### src/rtl/morse_pkg.sv
// Shared symbol codes and FSM state encoding for the Morse classifier.
// Latency: none (constants only).
// Backpressure: not applicable.
package morse_pkg;

    typedef logic [2:0] sym_t;

    localparam sym_t SYM_WAIT  = 3'd0;
    localparam sym_t SYM_DIT   = 3'd1;
    localparam sym_t SYM_DAH   = 3'd2;
    localparam sym_t SYM_GAP   = 3'd3;
    localparam sym_t SYM_SPACE = 3'd4;

    localparam logic [1:0] ST_IDLE = 2'd0;
    localparam logic [1:0] ST_MARK = 2'd1;
    localparam logic [1:0] ST_LOW  = 2'd2;

endpackage

### src/rtl/morse_line_conditioner.sv
// Two-flop synchroniser followed by a debouncer for the raw keyed line.
// Latency: 2 sync cycles plus DEB_CYC equal samples before dout changes.
// Backpressure: none; free-running, dout follows din once din is stable.
module morse_line_conditioner #(
    parameter int DEB_CYC = 4
) (
    input  logic clk,
    input  logic rst_n,
    input  logic din,
    output logic dout
);

    localparam int DW = (DEB_CYC > 1) ? $clog2(DEB_CYC) : 1;
    localparam logic [DW-1:0] DEB_LAST = DW'(DEB_CYC - 1);

    logic          sync1_q;
    logic          sync2_q;
    logic [DW-1:0] deb_cnt_q;
    logic [DW-1:0] deb_cnt_d;
    logic          dout_q;
    logic          dout_d;

    // Count consecutive samples that disagree with the accepted level;
    // any agreeing sample restarts the count.
    always_comb begin
        deb_cnt_d = '0;
        dout_d    = dout_q;
        if (sync2_q != dout_q) begin
            if (deb_cnt_q == DEB_LAST) begin
                dout_d = sync2_q;
            end else begin
                deb_cnt_d = deb_cnt_q + 1'b1;
            end
        end
    end

    always_ff @(posedge clk or negedge rst_n) begin
        if (!rst_n) begin
            sync1_q   <= 1'b0;
            sync2_q   <= 1'b0;
            deb_cnt_q <= '0;
            dout_q    <= 1'b0;
        end else begin
            sync1_q   <= din;
            sync2_q   <= sync1_q;
            deb_cnt_q <= deb_cnt_d;
            dout_q    <= dout_d;
        end
    end

    assign dout = dout_q;

endmodule

### src/rtl/morse_symbol_classifier.sv
// Classifies debounced mark/space run lengths into DIT/DAH/GAP/SPACE symbols.
// Latency: symbol strobes one cycle after the deciding debounced edge or count.
// Backpressure: none; strobes are single-cycle and must be consumed when seen.
module morse_symbol_classifier
    import morse_pkg::*;
#(
    parameter int CNT_W     = 16,
    parameter int DEB_CYC   = 4,
    parameter int DIT_MIN   = 8,
    parameter int DIT_MAX   = 1000,
    parameter int GAP_LEN   = 3000,
    parameter int SPACE_LEN = 7000
) (
    input  logic       clk,
    input  logic       rst_n,
    input  logic       signal,
    output logic       sym_valid,
    output logic [2:0] sym,
    output logic       sym_err,
    output logic       busy
);

    if (!(DIT_MIN <= DIT_MAX && DIT_MAX < GAP_LEN && GAP_LEN < SPACE_LEN &&
          longint'(SPACE_LEN) < (longint'(1) << CNT_W) - 1 && DEB_CYC >= 1)) begin : g_param_chk
        $error("morse_symbol_classifier: inconsistent timing parameters");
    end

    localparam logic [CNT_W-1:0] CNT_ONE   = CNT_W'(1);
    localparam logic [CNT_W-1:0] CNT_MAX   = '1;
    localparam logic [CNT_W-1:0] DIT_MIN_C = CNT_W'(DIT_MIN);
    localparam logic [CNT_W-1:0] DIT_MAX_C = CNT_W'(DIT_MAX);
    localparam logic [CNT_W-1:0] GAP_C     = CNT_W'(GAP_LEN);
    localparam logic [CNT_W-1:0] SPACE_C   = CNT_W'(SPACE_LEN);

    logic             line_lvl;
    logic             lvl_q;
    logic             rise;
    logic             fall;
    logic [CNT_W-1:0] cnt_q;
    logic [CNT_W-1:0] cnt_d;
    logic [1:0]       state_q;
    logic [1:0]       state_d;
    sym_t             sym_q;
    sym_t             sym_d;
    logic             sym_valid_q;
    logic             sym_valid_d;
    logic             sym_err_q;
    logic             sym_err_d;

    morse_line_conditioner #(
        .DEB_CYC (DEB_CYC)
    ) u_cond (
        .clk   (clk),
        .rst_n (rst_n),
        .din   (signal),
        .dout  (line_lvl)
    );

    assign rise = line_lvl & ~lvl_q;
    assign fall = ~line_lvl & lvl_q;

    // cnt_q holds the length of the run that just ended during an edge cycle.
    assign cnt_d = (rise || fall)      ? CNT_ONE :
                   (cnt_q == CNT_MAX) ? cnt_q   : cnt_q + 1'b1;

    always_comb begin
        state_d     = state_q;
        sym_d       = SYM_WAIT;
        sym_valid_d = 1'b0;
        sym_err_d   = 1'b0;
        case (state_q)
            ST_IDLE: begin
                if (rise) state_d = ST_MARK;
            end
            ST_MARK: begin
                if (fall) begin
                    state_d = ST_LOW;
                    if (cnt_q < DIT_MIN_C) begin
                        sym_err_d = 1'b1;
                    end else begin
                        sym_valid_d = 1'b1;
                        sym_d       = (cnt_q <= DIT_MAX_C) ? SYM_DIT : SYM_DAH;
                    end
                end
            end
            ST_LOW: begin
                // A new mark always wins over a boundary landing on the same cycle.
                if (rise) begin
                    state_d = ST_MARK;
                end else if (cnt_q == GAP_C) begin
                    sym_valid_d = 1'b1;
                    sym_d       = SYM_GAP;
                end else if (cnt_q == SPACE_C) begin
                    sym_valid_d = 1'b1;
                    sym_d       = SYM_SPACE;
                    state_d     = ST_IDLE;
                end
            end
            default: state_d = ST_IDLE;
        endcase
    end

    always_ff @(posedge clk or negedge rst_n) begin
        if (!rst_n) begin
            lvl_q       <= 1'b0;
            cnt_q       <= '0;
            state_q     <= ST_IDLE;
            sym_q       <= SYM_WAIT;
            sym_valid_q <= 1'b0;
            sym_err_q   <= 1'b0;
        end else begin
            lvl_q       <= line_lvl;
            cnt_q       <= cnt_d;
            state_q     <= state_d;
            sym_q       <= sym_d;
            sym_valid_q <= sym_valid_d;
            sym_err_q   <= sym_err_d;
        end
    end

    assign sym_valid = sym_valid_q;
    assign sym       = sym_q;
    assign sym_err   = sym_err_q;
    assign busy      = (state_q != ST_IDLE);

endmodule

### config.mk
export PLATFORM = sky130hd
export DESIGN_NAME = morse_symbol_classifier
export DESIGN_NICKNAME = d
export VERILOG_FILES = /design/src/rtl/morse_pkg.sv /design/src/rtl/morse_line_conditioner.sv /design/src/rtl/morse_symbol_classifier.sv
export SDC_FILE = /design/constraint.sdc
export NUM_CORES = 1
export LEC_CHECK = 0
export CORE_MARGIN = 2
export CORE_UTILIZATION = 30
export CTS_CLUSTER_DIAMETER = 200
export DETAILED_ROUTE_END_ITERATION = 8
export PLACE_DENSITY = 0.43
export SLEW_MARGIN = 20
export SYNTH_ARGS = -nofsm -noshare
export SYNTH_HDL_FRONTEND = slang
export SYNTH_SLANG_ARGS = --single-unit
### constraint.sdc
create_clock -name clk -period 1.7 [get_ports clk]
set_input_delay 0.17 -clock clk [delete_from_list [all_inputs] [get_ports clk]]
set_output_delay 0.17 -clock clk [all_outputs]
set_load 0.01 [all_outputs]
# == After elaboration in Yosys (flattened, before gate mapping) ==
# Cells that the tools add are included.
# word_totals
register_bits,29
latchBits,0
mem_bits_rw,0
mem_bits_ro,0
input_bits,3
output_inout_bits,6
wordCells,61
n_memories,0
# op_classes
n_addsub,2
n_mul,0
div_mod_pow,0
magnitude_cmp,2
eq_ne,12
shifts,0
muxes,26
n_bitwise,4
reduce_logical,5
# op_table
op,n
$mux W16,2
$mux W2,10
$add A16 B1 Y16 const B,1
$eq A16 B12 Y1 const B,1
$eq A16 B13 Y1 const B,1
$eq A16 B16 Y1 const B,1
$le A16 B10 Y1 const B,1
$lt A16 B4 Y1 const B,1
$mux W3,3
$mux W1,8
$ne A2 B2 Y1 const B,3
$ne A3 B3 Y1 const B,2
$pmux W2 S3,1
$pmux W3 S2,1
$eq A2 B2 Y1 const B,2
$reduce_and A4 Y1,1
$add A2 B1 Y2 const B,1
$and A1 B1 Y1,2
$eq A2 B1 Y1 const B,1
$logic_not A2 Y1,1
$not A1 Y1,2
$pmux W1 S2,1
$reduce_and A2 Y1,1
$reduce_bool A2 Y1,1
2 further kinds,2

# == Logic depth before layout (Yosys ltp) ==
# depth
word_depth,5
mapped_depth,7
depth_no_buf,7

# == By module ==
# From an unflattened synthesis, not the netlist that was laid out.
# hier_totals
cells_unflattened,172
area_unflattened_um2,1646.6
# by_module_without_submodules
module,n_inst,cells_per_inst,area_each_um2,seq_area_each_um2
morse_symbol_classifier,1,162,1472.7,600.6
morse_line_conditioner,1,10,173.9,125.1

# == Least setup slack after synthesis ==
# OpenSTA, ideal clock, no wires.
# synth_path
path_type,reg-to-reg
startpoint,register cnt_q[13]
endpoint,register state_q[0]
setup_ns,0.128
t_arrival_ns,1.634
t_required_ns,1.572
slack_ns,-0.061
path_stages_with_launch,6
n_path_buf,0
synth_period_minus_slack_ns,1.761
cell_sequence,dfrtp_1 -> or3_4 -> nor4_4 -> nand3_1 -> a21oi_2 -> mux2_1
# synth_between
elab_chain_len,3
elab_cells_between_ends,5
classes_between,4 x eq/ne; 1 x reduce/logical
# synth_lines
element,line_no,text
"start, declared",morse_symbol_classifier.sv:39,logic [CNT_W-1:0] cnt_q;
"start signal, assigned",morse_symbol_classifier.sv:113,cnt_q <= cnt_d;
$eq A16 B13 Y1 / $eq A16 B12 Y1 (equally long branches),"morse_symbol_classifier.sv:93, morse_symbol_classifier.sv:90",
$ne A3 B3 Y1 (no line),n/a,
$reduce_and A4 Y1 (no line) (*),n/a,
"end signal, assigned",morse_symbol_classifier.sv:114,state_q <= state_d;
"end, declared",morse_symbol_classifier.sv:41,logic [1:0] state_q;
# Every way passes the cells marked *; elsewhere a longest branch is shown, timed or not.
# A chain may end at the register's enable or synchronous reset.

# == Worst setup path in the final report ==
# Ends and elaborated chain as after synthesis.

==> summary.md <==
| Metric | Value |
|---|---|
| Reg2Reg Depth | `5` |
| Asr flop ratio synth | `between 90% and 100%` |
| Worst hold path class | `in2async` |
| Remaining DRCs | `0` |
| Clk_skew | `between 0.005 and 0.006 ns` |
| FF-to-FF setup slack | `0.01 ns` |
| Clk slew on worst S/H paths | `about 0.060 ns` |
| Worst path slowest cell | `dfrtp_1` |
| Pwr/cell area | `1110 nW/um^2` |
| Area contributors post-synth | `dfrtp_1 45%, ha_1 7.0%, and2_1 3.5%, xnor2_1 2.7%, xor2_1 2.7%` |
| Crit path capture type | `flop` |
| H-tree levels | `2` |
| Violation count after the first detailed-routing iteration | `34` |
| Area leader, netlist | `dfrtp_1` |
| Worst path max stage delay | `slightly above 0.4 ns` |
| Sequential cell area | `around 730 um^2` |
| Internal | `about 1.5 mW` |
| Combinational group share of total power | `between 30 and 40%` |
| Die W | `~77 um` |
| Antenna violations before repair | `0` |
| Area of the multi-input gates | `about 860 um^2` |
| CTS tree | `yes` |
| R2r startpoint | `cnt_q[13]` |
| Slew HR | `66.1%` |
| # fillers | `521` |
| Min Tclk post-route | `approximately 1.7 ns` |
| Rows | `26` |
| I/O Buffers | `8` |
| Leakage | `1.01 nW` |
| Startpoint types | `flop` |
| Vias | `between 1,000 and 1,500` |
| Post-synth EDFFs | `0` |
| Routed vias/inst | `about 4.8` |
| Final worst-path cycle share | `between 90% and 100%` |
| CP Cell Sequence | `or3_4, nor4_4, nand3_1, a21oi_2, mux2_4` |
| CP arrival | `~1.9 ns` |
| Syn avg cell area | `~10 um^2` |
| CTS root buffer | `clkbuf_8` |
| Net Sw Power | `slightly above 0.8 mW` |
| TritonCTS Sinks | `29` |
| Flop pwr share | `between 30% and 40%` |
| Warnings from Yosys | `0` |
| Final ANT Viol Nets | `0` |
| Total power | `between 2 and 2.5 mW` |
| Grt ovf | `0` |
| Core area | `about 5100 um^2` |
| Post-synth top area share | `a little under half` |
| Clock buffer count from CTS | `5` |
| Final Hold Vio Count | `0` |
| Worst-skew pair later-pin latency | `0.28 ns` |
| Detailed Route WL | `3550 um` |
| Mapped Area | `1600 um^2` |
| Dpl cell area | `approximately 2000 um^2` |
| Slew Viols, Final | `0` |
| Worst-Margin Slew | `around 0.5 ns` |
| Final GP Congestion | `about 0.76` |
| Sw frac | `35.1%` |
| Share of cells above drive strength 1 | `between 20 and 30%` |
| Final instance area | `2130 um^2` |
| Synth unique cells | `between 40 and 50` |
| RR Endpoint | `state_q[0]` |
| Vias in the first global route | `between 1,000 and 1,500` |
| Setup repair after global routing missed its margin | `true` |
| First-pass GRT wire length | `6220 um` |
| Final Setup Violations | `0` |
| Max VDD drop | `~0.00051 V` |
| Wire per inst | `roughly 13 um` |
| Overall Global Routing Usage | `between 10% and 20%` |
| Cts-stage hold buffer count | `0` |
| Max-cap violations | `0` |
| Die height | `approximately 77 um` |
| Synthesized Nets | `roughly 170` |
| Die ar. | `roughly 5900 um^2` |
| Fmax | `a little under 600 MHz` |
| Status | `finished clean` |
| FF+latch count, synth | `29` |
| Nets | `roughly 210` |
| Setup ws final | `roughly 0.011 ns` |
| DP Wirelength | `about 2600 um` |
| WP data required | `~1.9 ns` |
| Clk buf depth | `2` |
| Total I/O pin count | `9` |
| Worst Path Max Fanout | `3` |
| Clock share of power | `roughly 23%` |
| N_diodes | `0` |
| CP Class | `reg2reg` |
| Mapped Cells | `between 150 and 200` |
| Starting Density | `31.1%` |
| Hold WS | `~0.27 ns` |
| Drt pass-1 iters | `4` |
| Pre-CTS setup slack | `-0.0242 ns` |
| Register area share after synthesis | `45.3%` |
| Area Growth Syn to Fin | `32.8%` |
| Largest net degree at the start of global routing | `30` |
| Ys flop type | `dfrtp_1` |
## worst max-delay path: cells and delay by family, from the launching register on
family,cells,cell delay [ns]
flops,1,0.41
compound gates,1,0.17
simple gates,3,0.68
mux,1,0.31
## final cells by class
| cell class | count | share of cell area, % |
|---|---|---|
| multi-input cells | 111 | 40.6 |
| flip-flops and latches | 29 | 34.3 |
| repair buffers | 41 | 15.5 |
| well taps | 70 | 4.12 |
| clock buffers | 6 | 3.41 |
| inverters | 9 | 1.59 |
| clock inverters | 2 | 0.471 |
## placed cells by master, fill, tap and decap left out, types with 5 or more instances in the layout
cell,n
and2_1,8
buf_4,32
clkbuf_8,5
clkdlybuf4s50_1,7
dfrtp_1,27
ha_1,8
inv_1,9
nand2_1,10
nand3_1,5
nor2_1,5
nor2b_1,5
o21ai_0,5
xnor2_1,5
xor2_1,5
## per-stage QoR
stage / TNS, ns / instances / util [%]
CTS: 0 / 265 / 40.7
detailed placement: -0.0958 / 253 / 38.1
global placement: -0.00332 / 253 / 38.1
finish: 0 / 268 / 41.4
global route: -0.435 / 268 / 41.4
floorplan: -0.0101 / 154 / -
## Yosys cell counts, types with 3 or more instances
cell type / count
nand2b_1: 3
and3_1: 4
mux2i_1: 3
o21ai_0: 6
nand2_1: 10
nor4_1: 5
or3_1: 4
xnor2_1: 5
nor2_1: 5
and2_1: 9
nor2b_1: 5
a21boi_0: 3
dfrtp_1: 29
xor2_1: 5
nand4_1: 4
nor3_2: 3
inv_1: 9
ha_1: 9
nor3_1: 3
nand3_1: 5
## power by group through the flow
stage / combinational [mW] / sequential, mW / clock (mW)
floorplan: 0.543 / 0.905 / 0
global placement: 0.818 / 0.911 / 0
detailed placement: 0.857 / 0.918 / 0
CTS: 0.920 / 0.909 / 0.568
global route: 1.03 / 0.928 / 0.615
finish: 0.911 / 0.910 / 0.544
## repair_timing
item                                    in CTS  in global routing
endpoints found under the setup margin       7                 17
setup buffers                                4                  3
gates resized for setup                      5                  9
pin swaps                                    4                  4
## metal layers
layer  track usage, %  part of all wire, %
met4             5.36                  1.7
met3             3.29                  4.3
met1             15.8                   43
met2             22.9                   51
met5                0                    0
## kinds of logic (layout without fill, tap and decap cells)
family	count (synthesis)	in the layout	synth area share, %
simple gates	71	71	28.9
flops	29	29	45.3
compound gates	17	17	6.88
buf+inv	14	58	3.75
xor+xnor	10	10	5.47
fa+ha+maj	9	9	7.04
mux	4	4	2.58
## registers in the layout (all words and copies together) (netlist names)
name,flops
lvl_q,1
state_q,2
u_cond.sync2_q,1
u_cond.dout,1
sym_valid,1
u_cond.sync1_q,1
sym_err,1
sym,3
u_cond.deb_cnt_q,2
cnt_q,16
## worst max-delay path by stage
stage / startpoint / to / slack [ns] / cells after the start
floorplan: cnt_q[1] / cnt_q[11] / -0.005 / 7
global placement: cnt_q[0] / cnt_q[2] / -0.003 / 7
detailed placement: cnt_q[0] / cnt_q[7] / -0.02 / 7
CTS: cnt_q[13] / state_q[0] / 0.003 / 5
global route: cnt_q[13] / state_q[0] / -0.08 / 5
finish: cnt_q[13] / state_q[0] / 0.01 / 5
Power figures use the tool's default switching activity.
